### src/rtl/fexpand.sv
// Input-side format expander: unpacks an IEEE-754 operand into the FPU's internal
// normalized form (wide exponent, explicit hidden bit, GRS headroom, class flags).
module fexpand #(
  parameter int FW1 = 26,
  parameter int FW2 = 23,
  parameter int EW1 = 10,
  parameter int EW2 = 8
) (
  input  logic               clk,
  input  logic               rst,
  input  logic               valid_i,
  output logic               ready_o,
  input  logic [EW2+FW2:0]   operand_i,
  output logic               valid_o,
  input  logic               ready_i,
  output logic [EW1-1:0]     exponentR,
  output logic [FW1:0]       significantR,
  output logic               signR,
  output logic               infR,
  output logic               nanR,
  output logic               zeroR,
  output logic               snanR
);

  localparam int LZW = $clog2(FW2);

  logic           inSign;
  logic [EW2-1:0] inExp;
  logic [FW2-1:0] inFrac;
  logic           expOnes, expZero, fracZero;
  logic [LZW-1:0] inLzc;

  logic           s1Valid_q, s1Valid_d;
  logic           s1Sign_q, s1Sign_d;
  logic [EW2-1:0] s1Exp_q, s1Exp_d;
  logic [FW2-1:0] s1Frac_q, s1Frac_d;
  logic           s1Inf_q, s1Inf_d;
  logic           s1Nan_q, s1Nan_d;
  logic           s1Snan_q, s1Snan_d;
  logic           s1Zero_q, s1Zero_d;
  logic           s1Sub_q, s1Sub_d;
  logic [LZW-1:0] s1Lzc_q, s1Lzc_d;

  logic           s2Valid_q, s2Valid_d;
  logic [EW1-1:0] s2Exp_q, s2Exp_d;
  logic [FW1:0]   s2Sig_q, s2Sig_d;
  logic           s2Sign_q, s2Sign_d;
  logic           s2Inf_q, s2Inf_d;
  logic           s2Nan_q, s2Nan_d;
  logic           s2Snan_q, s2Snan_d;
  logic           s2Zero_q, s2Zero_d;

  logic           s2Move, accept;
  logic [LZW:0]   shAmt;
  logic [FW1:0]   sigBase;

  assign inSign   = operand_i[EW2+FW2];
  assign inExp    = operand_i[EW2+FW2-1:FW2];
  assign inFrac   = operand_i[FW2-1:0];
  assign expOnes  = &inExp;
  assign expZero  = ~|inExp;
  assign fracZero = ~|inFrac;

  // Highest set bit wins, so iterating upward leaves the true leading-zero count.
  always_comb begin
    inLzc = '0;
    for (int i = 0; i < FW2; i++) begin
      if (inFrac[i]) inLzc = LZW'(FW2 - 1 - i);
    end
  end

  assign s2Move  = s1Valid_q && (!s2Valid_q || ready_i);
  assign ready_o = !s1Valid_q || s2Move;
  assign accept  = valid_i && ready_o;

  assign sigBase = {1'b0, s1Frac_q, {(FW1-FW2){1'b0}}};
  assign shAmt   = {1'b0, s1Lzc_q} + (LZW+1)'(1);

  always_comb begin
    s1Valid_d = s1Valid_q;
    s1Sign_d  = s1Sign_q;
    s1Exp_d   = s1Exp_q;
    s1Frac_d  = s1Frac_q;
    s1Inf_d   = s1Inf_q;
    s1Nan_d   = s1Nan_q;
    s1Snan_d  = s1Snan_q;
    s1Zero_d  = s1Zero_q;
    s1Sub_d   = s1Sub_q;
    s1Lzc_d   = s1Lzc_q;
    if (accept) begin
      s1Valid_d = 1'b1;
      s1Sign_d  = inSign;
      s1Exp_d   = inExp;
      s1Frac_d  = inFrac;
      s1Inf_d   = expOnes && fracZero;
      s1Nan_d   = expOnes && !fracZero;
      s1Snan_d  = expOnes && !fracZero && !inFrac[FW2-1];
      s1Zero_d  = expZero && fracZero;
      s1Sub_d   = expZero && !fracZero;
      s1Lzc_d   = inLzc;
    end else if (s2Move) begin
      s1Valid_d = 1'b0;
    end
  end

  // Inf/NaN fall through the normal path: the all-ones exponent and hidden bit are already right.
  always_comb begin
    s2Valid_d = s2Valid_q;
    s2Exp_d   = s2Exp_q;
    s2Sig_d   = s2Sig_q;
    s2Sign_d  = s2Sign_q;
    s2Inf_d   = s2Inf_q;
    s2Nan_d   = s2Nan_q;
    s2Snan_d  = s2Snan_q;
    s2Zero_d  = s2Zero_q;
    if (s2Move) begin
      s2Valid_d = 1'b1;
      s2Sign_d  = s1Sign_q;
      s2Inf_d   = s1Inf_q;
      s2Nan_d   = s1Nan_q;
      s2Snan_d  = s1Snan_q;
      s2Zero_d  = s1Zero_q;
      s2Exp_d   = {{(EW1-EW2){1'b0}}, s1Exp_q};
      s2Sig_d   = {1'b1, s1Frac_q, {(FW1-FW2){1'b0}}};
      if (s1Zero_q) begin
        s2Exp_d = '0;
        s2Sig_d = '0;
      end else if (s1Sub_q) begin
        s2Exp_d = -{{(EW1-LZW){1'b0}}, s1Lzc_q};
        s2Sig_d = sigBase << shAmt;
      end
    end else if (ready_i) begin
      s2Valid_d = 1'b0;
    end
  end

  always_ff @(posedge clk) begin
    if (rst) begin
      s1Valid_q <= 1'b0;
      s1Sign_q  <= 1'b0;
      s1Exp_q   <= '0;
      s1Frac_q  <= '0;
      s1Inf_q   <= 1'b0;
      s1Nan_q   <= 1'b0;
      s1Snan_q  <= 1'b0;
      s1Zero_q  <= 1'b0;
      s1Sub_q   <= 1'b0;
      s1Lzc_q   <= '0;
      s2Valid_q <= 1'b0;
      s2Exp_q   <= '0;
      s2Sig_q   <= '0;
      s2Sign_q  <= 1'b0;
      s2Inf_q   <= 1'b0;
      s2Nan_q   <= 1'b0;
      s2Snan_q  <= 1'b0;
      s2Zero_q  <= 1'b0;
    end else begin
      s1Valid_q <= s1Valid_d;
      s1Sign_q  <= s1Sign_d;
      s1Exp_q   <= s1Exp_d;
      s1Frac_q  <= s1Frac_d;
      s1Inf_q   <= s1Inf_d;
      s1Nan_q   <= s1Nan_d;
      s1Snan_q  <= s1Snan_d;
      s1Zero_q  <= s1Zero_d;
      s1Sub_q   <= s1Sub_d;
      s1Lzc_q   <= s1Lzc_d;
      s2Valid_q <= s2Valid_d;
      s2Exp_q   <= s2Exp_d;
      s2Sig_q   <= s2Sig_d;
      s2Sign_q  <= s2Sign_d;
      s2Inf_q   <= s2Inf_d;
      s2Nan_q   <= s2Nan_d;
      s2Snan_q  <= s2Snan_d;
      s2Zero_q  <= s2Zero_d;
    end
  end

  assign valid_o      = s2Valid_q;
  assign exponentR    = s2Exp_q;
  assign significantR = s2Sig_q;
  assign signR        = s2Sign_q;
  assign infR         = s2Inf_q;
  assign nanR         = s2Nan_q;
  assign zeroR        = s2Zero_q;
  assign snanR        = s2Snan_q;

endmodule

### config.mk
export PLATFORM = sky130hd
export DESIGN_NAME = fexpand
export DESIGN_NICKNAME = d
export VERILOG_FILES = /design/src/rtl/fexpand.sv
export SDC_FILE = /design/constraint.sdc
export NUM_CORES = 1
export LEC_CHECK = 0
export ABC_AREA = 1
export ABC_CLOCK_PERIOD_IN_PS = 3900
export CORE_ASPECT_RATIO = 1.25
export CORE_UTILIZATION = 45
export CTS_BUF_LIST = sky130_fd_sc_hd__clkbuf_8 sky130_fd_sc_hd__clkbuf_16
export DETAILED_ROUTE_END_ITERATION = 6
export PLACE_DENSITY = 0.7
export RECOVER_POWER = 25
export SYNTH_ARGS = -nofsm -noshare
export SYNTH_HDL_FRONTEND = slang
export SYNTH_SLANG_ARGS = --single-unit
export TNS_END_PERCENT = 10
### constraint.sdc
create_clock -name clk -period 3.9 [get_ports clk]
set_input_delay 0.39 -clock clk [delete_from_list [all_inputs] [get_ports clk]]
set_output_delay 0.39 -clock clk [all_outputs]
set_load 0.1 [all_outputs]
==> impl_metrics.csv <==
group,metric,value,unit
worst_setup_path,critPathSlowestCell,"clkbuf_1",
pwr,internal-power,1.54,mW
clock_tree,tritoncts,"yes",
grt,overflow,0,
cells_and_area,layout-drive-gt1-share,0.0496,
yosys,ys_seq_elements,83,
pwr,p_sw,0.756,mW
place,detailed_place_hpwl,9850,um
floorplan,coreArea,9660,um^2
cells_and_area,nNetsFinal,740,
floorplan,die_area,10400,um^2
yosys,synthesis.instances,651,
clock_tree,numCtsBuffers,9,
routing,drt_iter0_drc,251,
yosys,yosys.cell_types.count,37,
worst_setup_path,start_kind,"primary input",
worst_setup_path,critPathKind,"primary input to flip-flop",
pwr,seq_power_share,0.400,
worst_setup_path,path_common_cell,"nand2_1",
timing,rsz0062_at_grt,"false",
timing,final_hold_viol_count,0,
min_path,hold_class,"flip-flop to flip-flop",
routing,viasPerCell,5.57,
grt,grt_pass1_vias,4402,
yosys,synth_top_area_cell,"dfxtp_1",
floorplan,num_rows,40,
timing,max_slew_margin,-0.263,
timing,period_needed,2.98,ns
routing,antenna_left,0,
clock_tree,ctsResizeCount,0,
cells_and_area,design_area,5540,um^2
clock_tree,insertion_delay,0.35,ns
timing,finalCritPeriodShare,0.763,
floorplan,die_w,91.3,um
status,violations,"capacitance limit, slew limit",
timing,fin_worst_skew,0.00737,ns
clock_tree,cts_setup_buffers,0,
grt,grt_pass1_wl,21700,um
pwr,p_total,2.30,mW
worst_setup_path,crit_fanout,40,
timing,finalSetupViolations,0,
flow_run,maxCapViolCount,1,
worst_setup_path,critPathMaxStageDelay,1.37,ns
yosys,syn_area,4480,um^2
place,placed_cell_area,5240,um^2
routing,drt_wl_total,13600,um
timing,max_freq,336,MHz
cells_and_area,final_cells,832,
clock_tree,cts_root_buf,"clkbuf_16",
pwr,swShare,0.329,
grt,grt_max_degree,59,
timing,hold_ws,0.467,ns
place,place_congestion,0.906,
clock_tree,clockBufferDepth,2,
yosys,syn_area_per_cell,6.88,um^2
yosys,ys_seq_area_frac,0.371,
timing,worst_pin_slew,1.89,ns
cells_and_area,fin_util,0.574,
grt,grtUsageTotal,0.270,
cells_and_area,final_common_cell,"nand2_1",
pwr,peakVddDrop,0.230,mV
yosys,synth_top_area_share,0.371,
place,dp_slack,1.30,ns
clock_tree,clk_pin_slew,0.07,ns
grt,grt_antenna_before_repair,0,
worst_setup_path,crit_start,"ready_i",
timing,setup_ws,0.923,ns
status,status,"finished with violations",
min_path,hold_start,"s1Nan_q",
floorplan,ios,80,
floorplan,initial_utilization,0.464,
timing,slew_viol_final,41,
worst_setup_path,path_cells,"dlygate4sd3_1, clkinv_1, nand2_1, nand2_1, clkbuf_1, inv_1, o21ai_0, nor2_1",
cells_and_area,diodes,0,
timing,fin_setup_tns,0,ns
clock_tree,ctsHoldBuffers,0,
worst_setup_path,cp-end-kind,"flip-flop",
routing,num_vias,4633,
floorplan,dieHeight,114,um
routing,wl_per_cell,16.3,um
clock_tree,cts-htree-levels,3,
place,port_buffers,76,
cells_and_area,fillers,920,
pwr,pwr-share-clk,0.391,
pwr,p_leak,2.18,nW
worst_setup_path,required,4.14,ns
yosys,ys.warnings.count,0,
worst_setup_path,r2r-start,"valid_o",
place,dp_cells,816,
cells_and_area,layout_common_cells,"nand2_1, dfxtp_1, clkdlybuf4s50_1",
pwr,power_density,414,nW/um^2
pwr,combPwrFrac,0.209,
yosys,synth_area_leaders,"dfxtp_1, nand2_1, a21oi_1, o21ai_0, nor2_1",
worst_setup_path,arrival,3.22,ns
cells_and_area,syn2layout_area_growth,23.7,%
clock_tree,clkSinkCount,83,
routing,drc,0,
routing,dr.pass1.iters,5,
worst paths after layout:
| kind | slack (ns) | endpoint | cells past startpoint |
|---|---|---|---|
| setup / recovery | 0.92 | zeroR | 8 |
| hold / removal | 0.47 | s1Nan_q | 2 |
| setup reg to reg | 1.19 | zeroR | 6 |
| hold reg to reg | 0.47 | s1Nan_q | 2 |
worst max-delay path, delay by kind of cell:
kind / cells / cell delay, ns
AOI/OAI and AO/OA: 1 / 0.28
and+or+nand+nor: 3 / 0.21
buffers and inverters: 4 / 2.34
Yosys cell counts, drive strengths merged:
cell,count
inv,74
mux2i,12
nand4,2
nor3,4
o311ai,3
a2bb2oi,1
buf,22
xor2,3
or2,3
nand3,13
a221oi,6
ha,3
nor4,6
nand2,123
nor2,67
a22oi,23
o21ai,77
o211ai,11
nand3b,2
clkbuf,24
clkinv,2
o2111ai,7
conb,1
dfxtp,83
a211oi,1
a21oi,66
a31oi,6
a221o,6
layer usage:
| metal | share of wire | GRT usage | vias to the layer above |
|---|---|---|---|
| met3 | 0.058 | 0.0500 | 33 |
| met1 | 0.42 | 0.316 | 2141 |
| li1 | - | - | 2298 |
| met5 | 0 | 0 | - |
| met4 | 0.032 | 0.127 | 0 |
| met2 | 0.49 | 0.475 | 161 |
cell families after synthesis:
logic type               count (synthesis)  synth area share
AND/OR/NAND/NOR                        220             0.201
multiplexers                            12            0.0268
adder cells (fa/ha/maj)                  3           0.00838
AO/OA/AOI/OAI                          207             0.273
XOR/XNOR                                 3           0.00586
flip-flops                              83             0.371
other                                    1          0.000837
buffers and inverters                  122             0.113
cell type report:
class | instances | area (um^2) | share of cell area
clock buffer | 9 | 225 | 0.0406
clock inverter | 7 | 82.6 | 0.0149
inverter | 76 | 285 | 0.0515
multi-input combinational | 448 | 2320 | 0.419
sequential | 83 | 1660 | 0.300
tap | 126 | 158 | 0.0284
timing repair buffer | 83 | 810 | 0.146
flip-flops by register name (all words and copies together), names as in the netlist, 5 cells and up:
| name | flops |
|---|---|
| significantR | 24 |
| exponentR | 10 |
| s1Exp_q | 8 |
| s1Lzc_q | 5 |
| s1Frac_q | 23 |
power groups by stage:
| stage | clock, mW | combinational (mW) | sequential, mW |
|---|---|---|---|
| global route | 0.941 | 0.518 | 0.923 |
| finish | 0.898 | 0.480 | 0.919 |
| CTS | 0.905 | 0.478 | 0.918 |
| floorplan | 0 | 0.233 | 1.04 |
| global placement | 0 | 0.475 | 0.937 |
| detailed placement | 0 | 0.476 | 0.937 |
(Power assumes the default switching activity.)
